===== src/rtl/adder_share_if.sv =====
// adder_share_if
//   Bundles the signals between the round-robin adder scheduler, its
//   requesters, its response consumer and the shared combinational adder.
//
//   req_valid [N_REQ]        requester i has an operand pair
//   req_ready [N_REQ]        requester i's pair is taken this cycle (one-hot or zero)
//   req_a/req_b [N_REQ*WIDTH] operands, requester i at [i*WIDTH +: WIDTH]
//   adder_a/adder_b [WIDTH]  registered operands to the shared adder
//   adder_c [WIDTH]          sum returned by the shared adder
//   rsp_valid/rsp_ready      response handshake
//   rsp_data [WIDTH]         registered sum
//   rsp_id [ID_W]            requester that owns rsp_data
//
//   master: the scheduler side.  slave: requesters, consumer and adder.
interface adder_share_if #(
  parameter int N_REQ = 4,
  parameter int WIDTH = 8,
  parameter int ID_W  = 2
);
  logic [N_REQ-1:0]       req_valid;
  logic [N_REQ-1:0]       req_ready;
  logic [N_REQ*WIDTH-1:0] req_a;
  logic [N_REQ*WIDTH-1:0] req_b;
  logic [WIDTH-1:0]       adder_a;
  logic [WIDTH-1:0]       adder_b;
  logic [WIDTH-1:0]       adder_c;
  logic                   rsp_valid;
  logic                   rsp_ready;
  logic [WIDTH-1:0]       rsp_data;
  logic [ID_W-1:0]        rsp_id;

  modport master (
    input  req_valid, req_a, req_b, adder_c, rsp_ready,
    output req_ready, adder_a, adder_b, rsp_valid, rsp_data, rsp_id
  );

  modport slave (
    output req_valid, req_a, req_b, adder_c, rsp_ready,
    input  req_ready, adder_a, adder_b, rsp_valid, rsp_data, rsp_id
  );
endinterface


===== src/rtl/adder_share_ctrl.sv =====
// adder_share_ctrl
//   Round-robin scheduler that time-shares one combinational adder among
//   N_REQ requesters. One operation is in flight at a time:
//   IDLE (grant + capture) -> CALC (adder settles) -> RESP (hold until taken).
//
//   clk  rising-edge clock
//   rst  synchronous active-high reset; drops any in-flight operation
//   bus  adder_share_if.master: request handshakes, shared adder A/B/C,
//        response channel (see the interface file for the signal list)
module adder_share_ctrl #(
  parameter int N_REQ = 4,
  parameter int WIDTH = 8,
  parameter int ID_W  = 2
) (
  input  logic          clk,
  input  logic          rst,
  adder_share_if.master bus
);

  typedef enum logic [1:0] {
    IDLE = 2'd0,
    CALC = 2'd1,
    RESP = 2'd2
  } state_t;

  state_t           state;
  state_t           state_nxt;
  logic [ID_W-1:0]  rr_ptr;
  logic [ID_W-1:0]  grant_id;
  logic             grant_vld;
  logic [WIDTH-1:0] sel_a;
  logic [WIDTH-1:0] sel_b;

  logic [WIDTH-1:0] op_a_p0;
  logic [WIDTH-1:0] op_b_p0;
  logic [ID_W-1:0]  id_p0;
  logic [WIDTH-1:0] rsp_data_p1;
  logic [ID_W-1:0]  rsp_id_p1;
  logic             vld_p1;

  // Successor of a requester id, wrapping N_REQ-1 back to 0 (N_REQ need
  // not be a power of two).
  function automatic logic [ID_W-1:0] next_id(input logic [ID_W-1:0] id);
    return (id == ID_W'(N_REQ - 1)) ? '0 : id + 1'b1;
  endfunction

  // Round-robin winner: first valid requester scanning from rr_ptr upward.
  // The loop runs downward so the closest candidate is assigned last.
  always_comb begin
    logic [ID_W:0] idx;
    grant_vld = 1'b0;
    grant_id  = '0;
    idx       = '0;
    for (int k = N_REQ - 1; k >= 0; k--) begin
      idx = {1'b0, rr_ptr} + (ID_W + 1)'(k);
      if (idx >= (ID_W + 1)'(N_REQ)) begin
        idx = idx - (ID_W + 1)'(N_REQ);
      end
      if (bus.req_valid[idx[ID_W-1:0]]) begin
        grant_vld = 1'b1;
        grant_id  = idx[ID_W-1:0];
      end
    end
  end

  // Operand mux for the winning requester.
  always_comb begin
    sel_a = '0;
    sel_b = '0;
    for (int i = 0; i < N_REQ; i++) begin
      if (grant_id == ID_W'(i)) begin
        sel_a = bus.req_a[i*WIDTH +: WIDTH];
        sel_b = bus.req_b[i*WIDTH +: WIDTH];
      end
    end
  end

  always_ff @(posedge clk) begin
    if (rst) begin
      state <= IDLE;
    end else begin
      state <= state_nxt;
    end
  end

  always_comb begin
    state_nxt = state;
    case (state)
      IDLE:    if (grant_vld) state_nxt = CALC;
      CALC:    state_nxt = RESP;
      RESP:    if (bus.rsp_ready) state_nxt = IDLE;
      default: state_nxt = IDLE;
    endcase
  end

  // Grants are only offered from IDLE and never while reset is asserted.
  always_comb begin
    bus.req_ready = '0;
    if ((state == IDLE) && !rst && grant_vld) begin
      bus.req_ready[grant_id] = 1'b1;
    end
  end

  always_ff @(posedge clk) begin
    if (rst) begin
      rr_ptr      <= '0;
      id_p0       <= '0;
      op_a_p0     <= '0;
      op_b_p0     <= '0;
      rsp_data_p1 <= '0;
      rsp_id_p1   <= '0;
      vld_p1      <= 1'b0;
    end else begin
      case (state)
        // Stage p0: capture the winner's operands; they stay on the adder
        // inputs until the next grant.
        IDLE: begin
          if (grant_vld) begin
            op_a_p0 <= sel_a;
            op_b_p0 <= sel_b;
            id_p0   <= grant_id;
          end
        end
        // Stage p1: register the adder output; the carry-out is not
        // available from the shared adder, so the sum wraps.
        CALC: begin
          rsp_data_p1 <= bus.adder_c;
          rsp_id_p1   <= id_p0;
          vld_p1      <= 1'b1;
        end
        // Last-served requester drops to lowest priority.
        RESP: begin
          if (bus.rsp_ready) begin
            vld_p1 <= 1'b0;
            rr_ptr <= next_id(id_p0);
          end
        end
        default: begin
        end
      endcase
    end
  end

  assign bus.adder_a   = op_a_p0;
  assign bus.adder_b   = op_b_p0;
  assign bus.rsp_valid = vld_p1;
  assign bus.rsp_data  = rsp_data_p1;
  assign bus.rsp_id    = rsp_id_p1;

endmodule


===== src/flat_wrapper.sv =====
// flat-port wrapper written by rule: the top's interface ports become plain ports
module adder_share_ctrl_flat 
#(
  parameter int N_REQ = 4,
  parameter int WIDTH = 8,
  parameter int ID_W  = 2
)
  (clk, rst, bus_req_valid, bus_req_a, bus_req_b, bus_adder_c, bus_rsp_ready, bus_req_ready, bus_adder_a, bus_adder_b, bus_rsp_valid, bus_rsp_data, bus_rsp_id);
  adder_share_if #(.N_REQ(N_REQ), .WIDTH(WIDTH), .ID_W(ID_W)) bus_i ();
  input  logic clk;
  input  logic rst;
  input wire logic [$bits(bus_i.req_valid)-1:0] bus_req_valid;
  input wire logic [$bits(bus_i.req_a)-1:0] bus_req_a;
  input wire logic [$bits(bus_i.req_b)-1:0] bus_req_b;
  input wire logic [$bits(bus_i.adder_c)-1:0] bus_adder_c;
  input wire logic [$bits(bus_i.rsp_ready)-1:0] bus_rsp_ready;
  output wire logic [$bits(bus_i.req_ready)-1:0] bus_req_ready;
  output wire logic [$bits(bus_i.adder_a)-1:0] bus_adder_a;
  output wire logic [$bits(bus_i.adder_b)-1:0] bus_adder_b;
  output wire logic [$bits(bus_i.rsp_valid)-1:0] bus_rsp_valid;
  output wire logic [$bits(bus_i.rsp_data)-1:0] bus_rsp_data;
  output wire logic [$bits(bus_i.rsp_id)-1:0] bus_rsp_id;
  assign bus_i.req_valid = bus_req_valid;
  assign bus_i.req_a = bus_req_a;
  assign bus_i.req_b = bus_req_b;
  assign bus_i.adder_c = bus_adder_c;
  assign bus_i.rsp_ready = bus_rsp_ready;
  assign bus_req_ready = bus_i.req_ready;
  assign bus_adder_a = bus_i.adder_a;
  assign bus_adder_b = bus_i.adder_b;
  assign bus_rsp_valid = bus_i.rsp_valid;
  assign bus_rsp_data = bus_i.rsp_data;
  assign bus_rsp_id = bus_i.rsp_id;
  adder_share_ctrl #(.N_REQ(N_REQ), .WIDTH(WIDTH), .ID_W(ID_W)) u_core (.clk(clk), .rst(rst), .bus(bus_i));
endmodule

===== config.mk =====
export PLATFORM = sky130hd
export DESIGN_NAME = adder_share_ctrl_flat
export DESIGN_NICKNAME = d
export VERILOG_FILES = /design/src/rtl/adder_share_if.sv /design/src/rtl/adder_share_ctrl.sv /design/src/flat_wrapper.sv
export SDC_FILE = /design/constraint.sdc
export NUM_CORES = 1
export LEC_CHECK = 0
export CAP_MARGIN = 40
export CORE_ASPECT_RATIO = 1.75
export CORE_UTILIZATION = 36
export DETAILED_ROUTE_END_ITERATION = 16
export GPL_TIMING_DRIVEN = 1
export PLACE_DENSITY_LB_ADDON = 0.3
export SLEW_MARGIN = 20
export SYNTH_ARGS = -nofsm -noshare
export SYNTH_HDL_FRONTEND = slang
export SYNTH_SLANG_ARGS = --single-unit

===== constraint.sdc =====
create_clock -name clk -period 2.4 [get_ports clk]
set_input_delay 0.48 -clock clk [delete_from_list [all_inputs] [get_ports clk]]
set_output_delay 0.48 -clock clk [all_outputs]
set_load 0.02 [all_outputs]

==> reports/metrics.yaml <==
clock_network:
  clock_path_buffers: 2
  cts.sink_count: 33
  clk_pin_slew_worst_paths_ps: 70
  clock-root-buffer: "sky130_fd_sc_hd__clkbuf_8"
  insertion_delay_ps: 280
  cts-buffers-inserted: 5
  htree_levels: 2
  cts_tree: "yes"
  post_cts_hold_buffer_count: 0
synthesis:
  ff_latch_count_synth: 33
  netlist_top_cells_area: "sky130_fd_sc_hd__dfxtp_1 (40%), sky130_fd_sc_hd__mux2i_1 (21%), sky130_fd_sc_hd__o221ai_1 (9.0%)"
  synth_top_area_share_pct: 40.15
  synthesis.instances: 180
  yosys.cell_types.count: 23
  synthesis.area_um2: 1645
  yosys_warnings: 0
  synth_top_area_cell: "sky130_fd_sc_hd__dfxtp_1"
  yosysSeqAreaShare_pct: 40.15
  synthesis.nets: 260
  avgSynthCellArea_um2: 9.141
route:
  number_of_design_rule_violations_left_after_detail_routing: 0
  detail_route.wl_per_cell_um: 14.19
  vias: 1801
  via_per_inst: 5.116
  detailedRoute.firstIterationViolations: 21
  drt_pass1_iterations: 4
  total_length_of_routed_wires_mm: 4.995
  route.antenna.remaining_nets: 0
floorplanning:
  floorplan.core_area_um2: 4404
  die_h_um: 91.43
  num_rows: 32
  floorplan.die.width_um: 53.11
  start_util_pct: 37.36
  die-area_um2: 4855
  pin_count: 110
global_routing:
  grt_first_pass_wirelength_mm: 7.824
  grt_antenna_before_repair: 0
  grtUsageTotal_pct: 21.63
  overflow: 0
  grt_pass1_vias: 1814
  grt_start_max_net_pins: 21
finish:
  layout-area-overhead-vs-synth_pct: 77.87
  commonest_cells_after_routing_fill_and_taps_aside: "sky130_fd_sc_hd__clkdlybuf4s50_1 (101), sky130_fd_sc_hd__nand2_1 (37), sky130_fd_sc_hd__mux2i_1 (34), sky130_fd_sc_hd__dfxtp_1 (33), sky130_fd_sc_hd__buf_4 (19)"
  antennaDiodeCount: 0
  layout.cells.most_common: "sky130_fd_sc_hd__clkdlybuf4s50_1"
  fill_cells: 375
  post_route_cell_area_um2: 2927
  post-route-util_pct: 66.45
  finish.net_count: 380
  layout_cells_sized_above_1_pct: 11.30
sta:
  finalSetupViolCount: 0
  tightest_slew_ps: 721.8
  min_period_ps: 2318
  maxSlewHeadroom_pct: 51.78
  fin_hold_ws_ps: 454.4
  maxClockFrequency_mhz: 431.4
  drv_slew: 0
  hold_violations: 0
  clock-skew-final_ps: 4.858
  period_share_pct: 96.58
  timing.setup.tns_ps: 0
  rsz0062_at_grt: "no"
critical_path:
  worst_reg_to_reg_setup_slack_ps: 430
  end_kind: "output pin"
  r2r_start: "u_core.rr_ptr[1]$_SDFFE_PP0P_"
  worst_ep_arrival_time_ps: 1840
  required_ps: 1920
  worst-setup-path-type: "input pin to output pin"
  worstRegToRegCells: 6
  reg2reg_to: "u_core.bus.adder_a[5]$_SDFFE_PP0P_"
  worst_setup_path_start_kind: "input pin"
  critPathMaxFanout: 5
min_path:
  hold_path_depth: 2
  hold_wc_path_type: "flip-flop to flip-flop"
  worstHoldStart: "u_core.bus.rsp_data[0]$_SDFFE_PP0P_"
  hold_path_end: "u_core.bus.rsp_data[0]$_SDFFE_PP0P_"
job:
  cap_viol_max_count: 0
place:
  place.detailed.hpwl_mm: 3.927
  dpl_cell_area_um2: 2823
  numPortBuffers: 109
  gp_congestion: 0.7966
power_and_ir_drop:
  peakVddDrop_uv: 532.4
  power.static_leakage_nw: 1.171
  p_per_area_nw_per_um2: 553.0
outcome:
  outcome: "finished, final reports clean"
==> per-layer routing <==
metal	global-route usage (%)	vias to the layer above	routed length, µm
met5	0	-	0
met4	9.211	0	106
met3	7.538	11	578
met2	38.71	89	2538
met1	21.18	816	1771
li1	-	885	-
==> report_power, final <==
part           switching [W]  internal, W  total, W
logic               0.000225     0.000297  0.000522
registers          0.0000328     0.000604  0.000637
clock network       0.000200     0.000259  0.000459
==> area by class of cell <==
| class | count | area, µm² | area share [%] |
|---|---|---|---|
| inverter | 2 | 7.507 | 0.2565 |
| clock inverter | 1 | 5.005 | 0.1710 |
| tap | 51 | 63.81 | 2.180 |
| clock buffer | 7 | 96.34 | 3.292 |
| sequential | 33 | 660.6 | 22.57 |
| timing repair buffer | 125 | 1204 | 41.13 |
| multi-input combinational | 133 | 889.6 | 30.40 |
==> cells by family after synthesis <==
| family | after synthesis | synth area share (%) |
|---|---|---|
| AOI/OAI and AO/OA | 36 | 15.44 |
| adders and majority gates | 1 | 0.7603 |
| buffers and inverters | 14 | 5.931 |
| DFF | 33 | 40.15 |
| muxes | 34 | 20.68 |
| and+or+nand+nor | 62 | 17.03 |
==> sequential cells by signal (all words and copies together), names as in the netlist <==
signal	flops
u_core.rr_ptr	2
u_core.id_p0	2
u_core.bus.rsp_id	2
u_core.bus.rsp_valid	1
u_core.bus.adder_a	8
u_core.bus.rsp_data	8
u_core.state	2
u_core.bus.adder_b	8
==> cells in the mapped netlist <==
| library cell | number |
|---|---|
| sky130_fd_sc_hd__a211o_1 | 1 |
| sky130_fd_sc_hd__a21o_1 | 1 |
| sky130_fd_sc_hd__a21oi_1 | 16 |
| sky130_fd_sc_hd__buf_12 | 2 |
| sky130_fd_sc_hd__buf_2 | 1 |
| sky130_fd_sc_hd__buf_8 | 1 |
| sky130_fd_sc_hd__clkbuf_1 | 8 |
| sky130_fd_sc_hd__dfxtp_1 | 33 |
| sky130_fd_sc_hd__ha_1 | 1 |
| sky130_fd_sc_hd__inv_1 | 2 |
| sky130_fd_sc_hd__mux2i_1 | 34 |
| sky130_fd_sc_hd__nand2_1 | 37 |
| sky130_fd_sc_hd__nand2_4 | 1 |
| sky130_fd_sc_hd__nand2b_1 | 2 |
| sky130_fd_sc_hd__nand3b_1 | 1 |
| sky130_fd_sc_hd__nor2_1 | 11 |
| sky130_fd_sc_hd__nor2_2 | 2 |
| sky130_fd_sc_hd__nor2b_1 | 5 |
| sky130_fd_sc_hd__nor3_1 | 1 |
| sky130_fd_sc_hd__o221ai_1 | 17 |
| sky130_fd_sc_hd__o22a_1 | 1 |
| sky130_fd_sc_hd__or3b_2 | 1 |
| sky130_fd_sc_hd__or4_4 | 1 |
==> timing repair <==
action,CTS,global route
pin swaps,1,3
buffers inserted,0,1
endpoints found under the setup margin,8,4
resized for setup,23,3
==> worst max path at each step <==
stage	from	endpoint	slack, ps	depth (start not counted)
floorplan	bus_req_valid[0]	bus_req_ready[1]	150	6
finish	bus_req_valid[0]	bus_req_ready[0]	80	7
detailed placement	bus_req_valid[0]	bus_req_ready[1]	-600	7
CTS	bus_req_valid[2]	bus_req_ready[0]	10	7
global placement	bus_req_valid[0]	bus_req_ready[1]	-580	7
global route	bus_req_valid[0]	bus_req_ready[0]	30	7
==> per-stage QoR <==
stage	instances	power [W]	setup slack, ps
after floorplan	180	0.0008961	154.3
after global placement	343	0.001165	-583.9
after detailed placement	343	0.001173	-599.6
after CTS	351	0.001636	9.919
after global routing	352	0.001707	27.66
final	352	0.001618	82.07
==> worst max-delay path: stages <==
cell and delay [ps]:
sky130_fd_sc_hd__dlygate4sd2_1 280, sky130_fd_sc_hd__nor2b_1 160, sky130_fd_sc_hd__or4_4 500, sky130_fd_sc_hd__nand2_4 80
sky130_fd_sc_hd__buf_4 130, sky130_fd_sc_hd__nor2_1 50, sky130_fd_sc_hd__buf_4 150
(Power assumes the default switching activity.)
==> RTL edit 1: new RTL, same flow settings <==
`WIDTH` is set to 8 in 3 places; all go to 6.
--- a/src/rtl/adder_share_if.sv
+++ b/src/rtl/adder_share_if.sv
@@ -14,7 +14,7 @@
 //   master: the scheduler side.  slave: requesters, consumer and adder.
 interface adder_share_if #(
   parameter int N_REQ = 4,
-  parameter int WIDTH = 8,
+  parameter int WIDTH = 6,
   parameter int ID_W  = 2
 );
   logic [N_REQ-1:0]       req_valid;
--- a/src/rtl/adder_share_ctrl.sv
+++ b/src/rtl/adder_share_ctrl.sv
@@ -9,7 +9,7 @@
 //        response channel (see the interface file for the signal list)
 module adder_share_ctrl #(
   parameter int N_REQ = 4,
-  parameter int WIDTH = 8,
+  parameter int WIDTH = 6,
   parameter int ID_W  = 2
 ) (
   input  logic          clk,
--- a/src/flat_wrapper.sv
+++ b/src/flat_wrapper.sv
@@ -2,7 +2,7 @@
 module adder_share_ctrl_flat 
 #(
   parameter int N_REQ = 4,
-  parameter int WIDTH = 8,
+  parameter int WIDTH = 6,
   parameter int ID_W  = 2
 )
   (clk, rst, bus_req_valid, bus_req_a, bus_req_b, bus_adder_c, bus_rsp_ready, bus_req_ready, bus_adder_a, bus_adder_b, bus_rsp_valid, bus_rsp_data, bus_rsp_id);
Interface: changed (6 resized); port bits go from 110 to 86. No check against the original RTL was run, so the function may have changed too.
==> RTL edit 1 against the unedited design <==
Routed wire length fell by 15%. Power fell by 23%. Count of clock-buffer cells in the layout fell by 4. Final area fell by 9.3%. Sequential cell count fell by 6. Synthesized area fell by 5.9%. First-iteration DRC count fell by 9.5%. Worst setup slack improved by 0.080 ns.
==> RTL edit 1: results (changes against the unedited design) <==
** Routing
- Via Count :: 1,603 (was 1,801)
- Length of routed met2 wiring :: 2260 um (was 2540 um)
- The detailed-routing wirelength on met1 was 1650 um (was 1770 um).
- The wire length reported by the detailed router was 4240 um (was 5000 um).
- The sum of met3 wire segment lengths after detailed routing came to 241 um (was 578 um).

** Timing
- The smallest hold slack came to 0.459 ns (was 0.454 ns).
- The worst-case clock skew was 0.00767 ns (was 0.00486 ns).
- The headroom to the max-slew limit came to 60.8% (was 51.8%).

** Worst setup path
- Register-to-register path setup slack :: 0.69 ns (was 0.43 ns)
- Crit Path Max Fanout :: 4 (was 5)
- The slowest library cell on the worst path is sky130_fd_sc_hd__nor4_1 (was sky130_fd_sc_hd__or4_4).
- The largest stage delay on the critical path was 0.31 ns (was 0.50 ns).

** Power and ir drop
- Worst voltage drop across the vdd grid :: 0.448 mV (was 0.532 mV)
- Leakage power of the design :: 1.06 nW (was 1.17 nW)

** Global route
- The wire length of the first global-routing pass was 6560 um (was 7820 um).
- Number of global-route vias before repair :: 1,514 (was 1,814)
- Pin count of the biggest net entering global routing :: 16 (was 21)

** Cells and area
- Net count reported at finish :: 339 (was 380)
- The ratio of cells with drive above 1 in the final layout is 19.2% (was 11.3%).

** Logic synthesis
- Compound-cell area share of the yosys netlist :: 25.4% (was 15.4%)
- The area share of the largest cell type after synthesis came to 34.9% (was 40.2%).
- The mux cell area share after synthesis came to 11.2% (was 20.7%).
- Leading post-synthesis cells by instance count :: sky130_fd_sc_hd__nand2_1, sky130_fd_sc_hd__dfxtp_1, sky130_fd_sc_hd__mux2i_1, sky130_fd_sc_hd__a21oi_1, sky130_fd_sc_hd__o21a_1 (was sky130_fd_sc_hd__nand2_1, sky130_fd_sc_hd__mux2i_1, sky130_fd_sc_hd__dfxtp_1, sky130_fd_sc_hd__o221ai_1, sky130_fd_sc_hd__a21oi_1)
- Ys async rst share :: 0% (unchanged)
- The sequential-to-total area share from yosys stat came to 34.9% (was 40.2%).
- The total nets after synthesis is 233 (was 260).
- Top cells by area in the synthesized netlist :: sky130_fd_sc_hd__dfxtp_1, sky130_fd_sc_hd__mux2i_1, sky130_fd_sc_hd__nand2_1 (was sky130_fd_sc_hd__dfxtp_1, sky130_fd_sc_hd__mux2i_1, sky130_fd_sc_hd__o221ai_1)
- Distinct cell type count of the synthesized netlist :: 34 (was 23)
- Adder-Cell Fraction of Synth Area :: 0.808% (was 0.760%)

** Clocking
- The clock slew at the register clock pins of the worst setup and hold paths is 0.10 ns (was 0.07 ns).
- The maximum level of the CTS H-tree came to 1 (was 2).

** Die
- The placeable core region came to 4110 sq um (was 4400 sq um).

** Placement
- Final weighted congestion of routability-driven global placement :: 0.755 (was 0.797)
- The count of input and output buffers is 85 (was 109).
- The HPWL reported at the end of detailed placement came to 3470 um (was 3930 um).

** Outcome
- Status :: finished clean (unchanged)
## RTL edit 1: cell type report
class	instances	share of cell area (%)
Clock buffer	3	1.56
Clock inverter	1	0.189
Inverter	2	0.283
Multi-Input combinational cell	130	35.5
Sequential cell	27	20.4
Tap cell	49	2.31
Timing Repair Buffer	113	39.8
## RTL edit 1: power breakdown
group / total (mW) / switching (mW) / internal, mW
registers: 0.519 / 0.0272 / 0.492
clock network: 0.264 / 0.147 / 0.116
logic: 0.464 / 0.201 / 0.263
## RTL edit 1: metrics by stage
step                cell area (sq um)  instances  setup WS, ns
floorplan                        1550        171         0.267
global placement                 2560        318        -0.517
detailed placement               2560        318        -0.545
CTS                              2620        324       0.00182
global route                     2650        325        0.0805
finish                           2650        325         0.162
## RTL edit 1: repair_timing
action | in CTS | in global routing
hold buffers | 0 | 0
endpoints found under the setup margin | 4 | 4
gates resized for setup | 22 | 9
buffers inserted | 2 | 1
cloned | 0 | 0
pin swaps | 0 | 2
## RTL edit 1: logic make-up after synthesis
group           Yosys count
flops                    27
compound gates           52
buf+inv                  14
simple gates             60
mux                      17
fa+ha+maj                 1
## RTL edit 1: path summary, 6_finish.rpt
path | start | end | cells past startpoint
worst max-delay path | bus_req_valid[0] | bus_req_ready[1] | 8
worst min-delay path | u_core.bus.rsp_data[0] | u_core.bus.rsp_data[0] | 2
worst max register to register | u_core.rr_ptr[1] | u_core.bus.adder_a[5] | 7
worst min register to register | u_core.bus.rsp_data[0] | u_core.bus.rsp_data[0] | 2
## RTL edit 1: worst max-delay path: cells and delay by family
family | cells | cell delay, ns
buffers and inverters | 4 | 0.77
AND/OR/NAND/NOR | 4 | 0.50
## RTL edit 1: per-layer routing
layer  vias to the layer above  global-route usage (%)
met1                       717                    19.0
met4                         0                    7.86
li1                        823                       -
met3                         6                    2.41
met2                        57                    36.6
met5                         -                       0
==> RTL edit 2: new RTL, same settings <==
Without the edit above. Reset style: asynchronous (`rst`), changed in 2 clocked blocks. Comments in the files are not updated.
--- a/src/rtl/adder_share_ctrl.sv
+++ b/src/rtl/adder_share_ctrl.sv
@@ -75,7 +75,7 @@
     end
   end
 
-  always_ff @(posedge clk) begin
+  always_ff @(posedge clk or posedge rst) begin
     if (rst) begin
       state <= IDLE;
     end else begin
@@ -101,7 +101,7 @@
     end
   end
 
-  always_ff @(posedge clk) begin
+  always_ff @(posedge clk or posedge rst) begin
     if (rst) begin
       rr_ptr      <= '0;
       id_p0       <= '0;
Function: differs if rst is asserted again (counterexample within 4 cycles, from zero or initial values and one cycle with rst high); with rst held inactive, the same outputs for 10 cycles.
==> RTL edit 2 against the unedited design <==
Critical path depth shrank 1. Final cell count grew 0.85%. Sequential cell count is the same. Synthesized area grew 13%. Non-clock buffer count grew 6. Register-to-register slack gained 0.02 ns. Routed wire length grew 17%. Worst setup slack lost 0.0054 ns. Count of clock-buffer cells in the layout shrank 2. Final area grew 11%. Global-route usage grew 1.5 points.
Power is not compared: it rests on default switching activity, and its combinational part moved more than twofold at a synthesized area within 25%.
==> RTL edit 2: results (changes against the unedited design) <==
** Routing
- Length of routed met2 wiring :: 3340 um (was 2540 um)
- The mean number of vias per cell came to 5.47 (was 5.12).
- Wire length on met1 :: 2120 um (was 1770 um)
- Uppermost signal routing layer after detailed routing :: met4 (unchanged)
- DR iter-0 viols :: 59 (was 21)
- The sum of met3 wire segment lengths after detailed routing was 249 um (was 578 um).
- The average wire per standard cell came to 16.5 um (was 14.2 um).

** Clocking
- CTS-repair resized insts :: 28 (was 23)

** Worst hold path
- Terminating pin of the worst hold path :: u_core.bus.rsp_valid (was u_core.bus.rsp_data[0])
- Hold-critical path depth :: 1 (was 2)

** Placement
- The final estimated routing congestion in global placement was 0.761 (was 0.797).
- Half-perimeter wire length of the detailed placement result :: 4480 um (was 3930 um)
- The worst slack after detailed placement was -0.684 ns (was -0.600 ns).
- Cell area after placement :: 3150 sq um (was 2820 sq um)
- The instance count after placement with tap cells included is 347 (was 343).

** Global route
- The via count of the first global-routing pass came to 2,085 (was 1,814).
- Tot GR Track Use :: 23.1% (was 21.6%)
- The wire length of the first global-routing pass was 9920 um (was 7820 um).
- Routing usage on met3 :: 4.39% (was 7.54%)
- Global Route met1 Usage :: 25.3% (was 21.2%)
- Met2 GRT Util :: 43.5% (was 38.7%)
- The layer with the highest usage was met2 (unchanged).

** Cells and area
- The final standard cell count with taps included and fillers excluded is 355 (was 352).
- The ratio of cells with drive above 1 in the final layout was 29.2% (was 11.3%).

** Worst setup path
- The destination of the worst register-to-register timing path was u_core.bus.adder_b[6] (was u_core.bus.adder_a[5]).
- The critical path capture point is bus_req_ready[1] (was bus_req_ready[0]).
- Startpoint of the most critical setup path :: bus_req_valid[2] (was bus_req_valid[0])
- The slowest library cell on the worst path was sky130_fd_sc_hd__or3_4 (was sky130_fd_sc_hd__or4_4).
- The worst flop-to-flop path startpoint was u_core.rr_ptr[0] (was u_core.rr_ptr[1]).
- Largest stage delay, worst path :: 0.41 ns (was 0.50 ns)
- The count of cells along the worst register-to-register path came to 7 (was 6).

** Logic synthesis
- The async set-reset flop share out of synthesis was 100% (was 0%).
- The post-synthesis cell type count was 28 (was 23).
- Leading post-synthesis cells by instance count: sky130_fd_sc_hd__dfrtp_1, sky130_fd_sc_hd__nand3_1, sky130_fd_sc_hd__mux2_2, sky130_fd_sc_hd__o21ai_0, sky130_fd_sc_hd__o221a_2 (was sky130_fd_sc_hd__nand2_1, sky130_fd_sc_hd__mux2i_1, sky130_fd_sc_hd__dfxtp_1, sky130_fd_sc_hd__o221ai_1, sky130_fd_sc_hd__a21oi_1).
- The sequential-to-total area share from yosys stat is 44.4% (was 40.2%).
- Synthesized area divided by synthesized cell count :: 10.7 sq um (was 9.14 sq um)

** Outcome
- Status: finished clean (unchanged).

** Timing
- Worst clock skew on the final layout :: 0.00642 ns (was 0.00486 ns)
- Highest clock frequency the design can meet :: 0.430 GHz (was 0.431 GHz)
- The smallest hold slack came to 0.496 ns (was 0.454 ns).
- Worst slew margin relative to its limit :: 62.8% (was 51.8%)
[RTL edit 2: layout make-up]
class                           instances  area, sq um
Tap cell                               54         67.6
Timing Repair Buffer                  131         1240
Fill cell                             439         1740
Inverter                                3         11.3
Sequential cell                        33          826
Clock buffer                            5         68.8
Multi-Input combinational cell        126         1010
Clock inverter                          3         17.5
[RTL edit 2: kinds of logic (layout without fill, tap and decap cells)]
group                    count (synthesis)  in the layout  share of synthesized area (%)
AND/OR/NAND/NOR                         57             57                           17.3
adder cells (fa/ha/maj)                  1              1                          0.672
AO/OA/AOI/OAI                           41             41                           17.7
flip-flops                              33             33                           44.4
multiplexers                            27             27                           16.3
buffers and inverters                   15            142                           3.63
[RTL edit 2: power groups by stage]
stage	registers, mW	clock network [mW]	logic [mW]
after global routing	1.06	0.449	2.44
after global placement	1.01	0	2.23
after CTS	1.01	0.421	2.29
after detailed placement	1.01	0	2.28
after floorplan	1.27	0	1.03
final	1.01	0.413	2.28
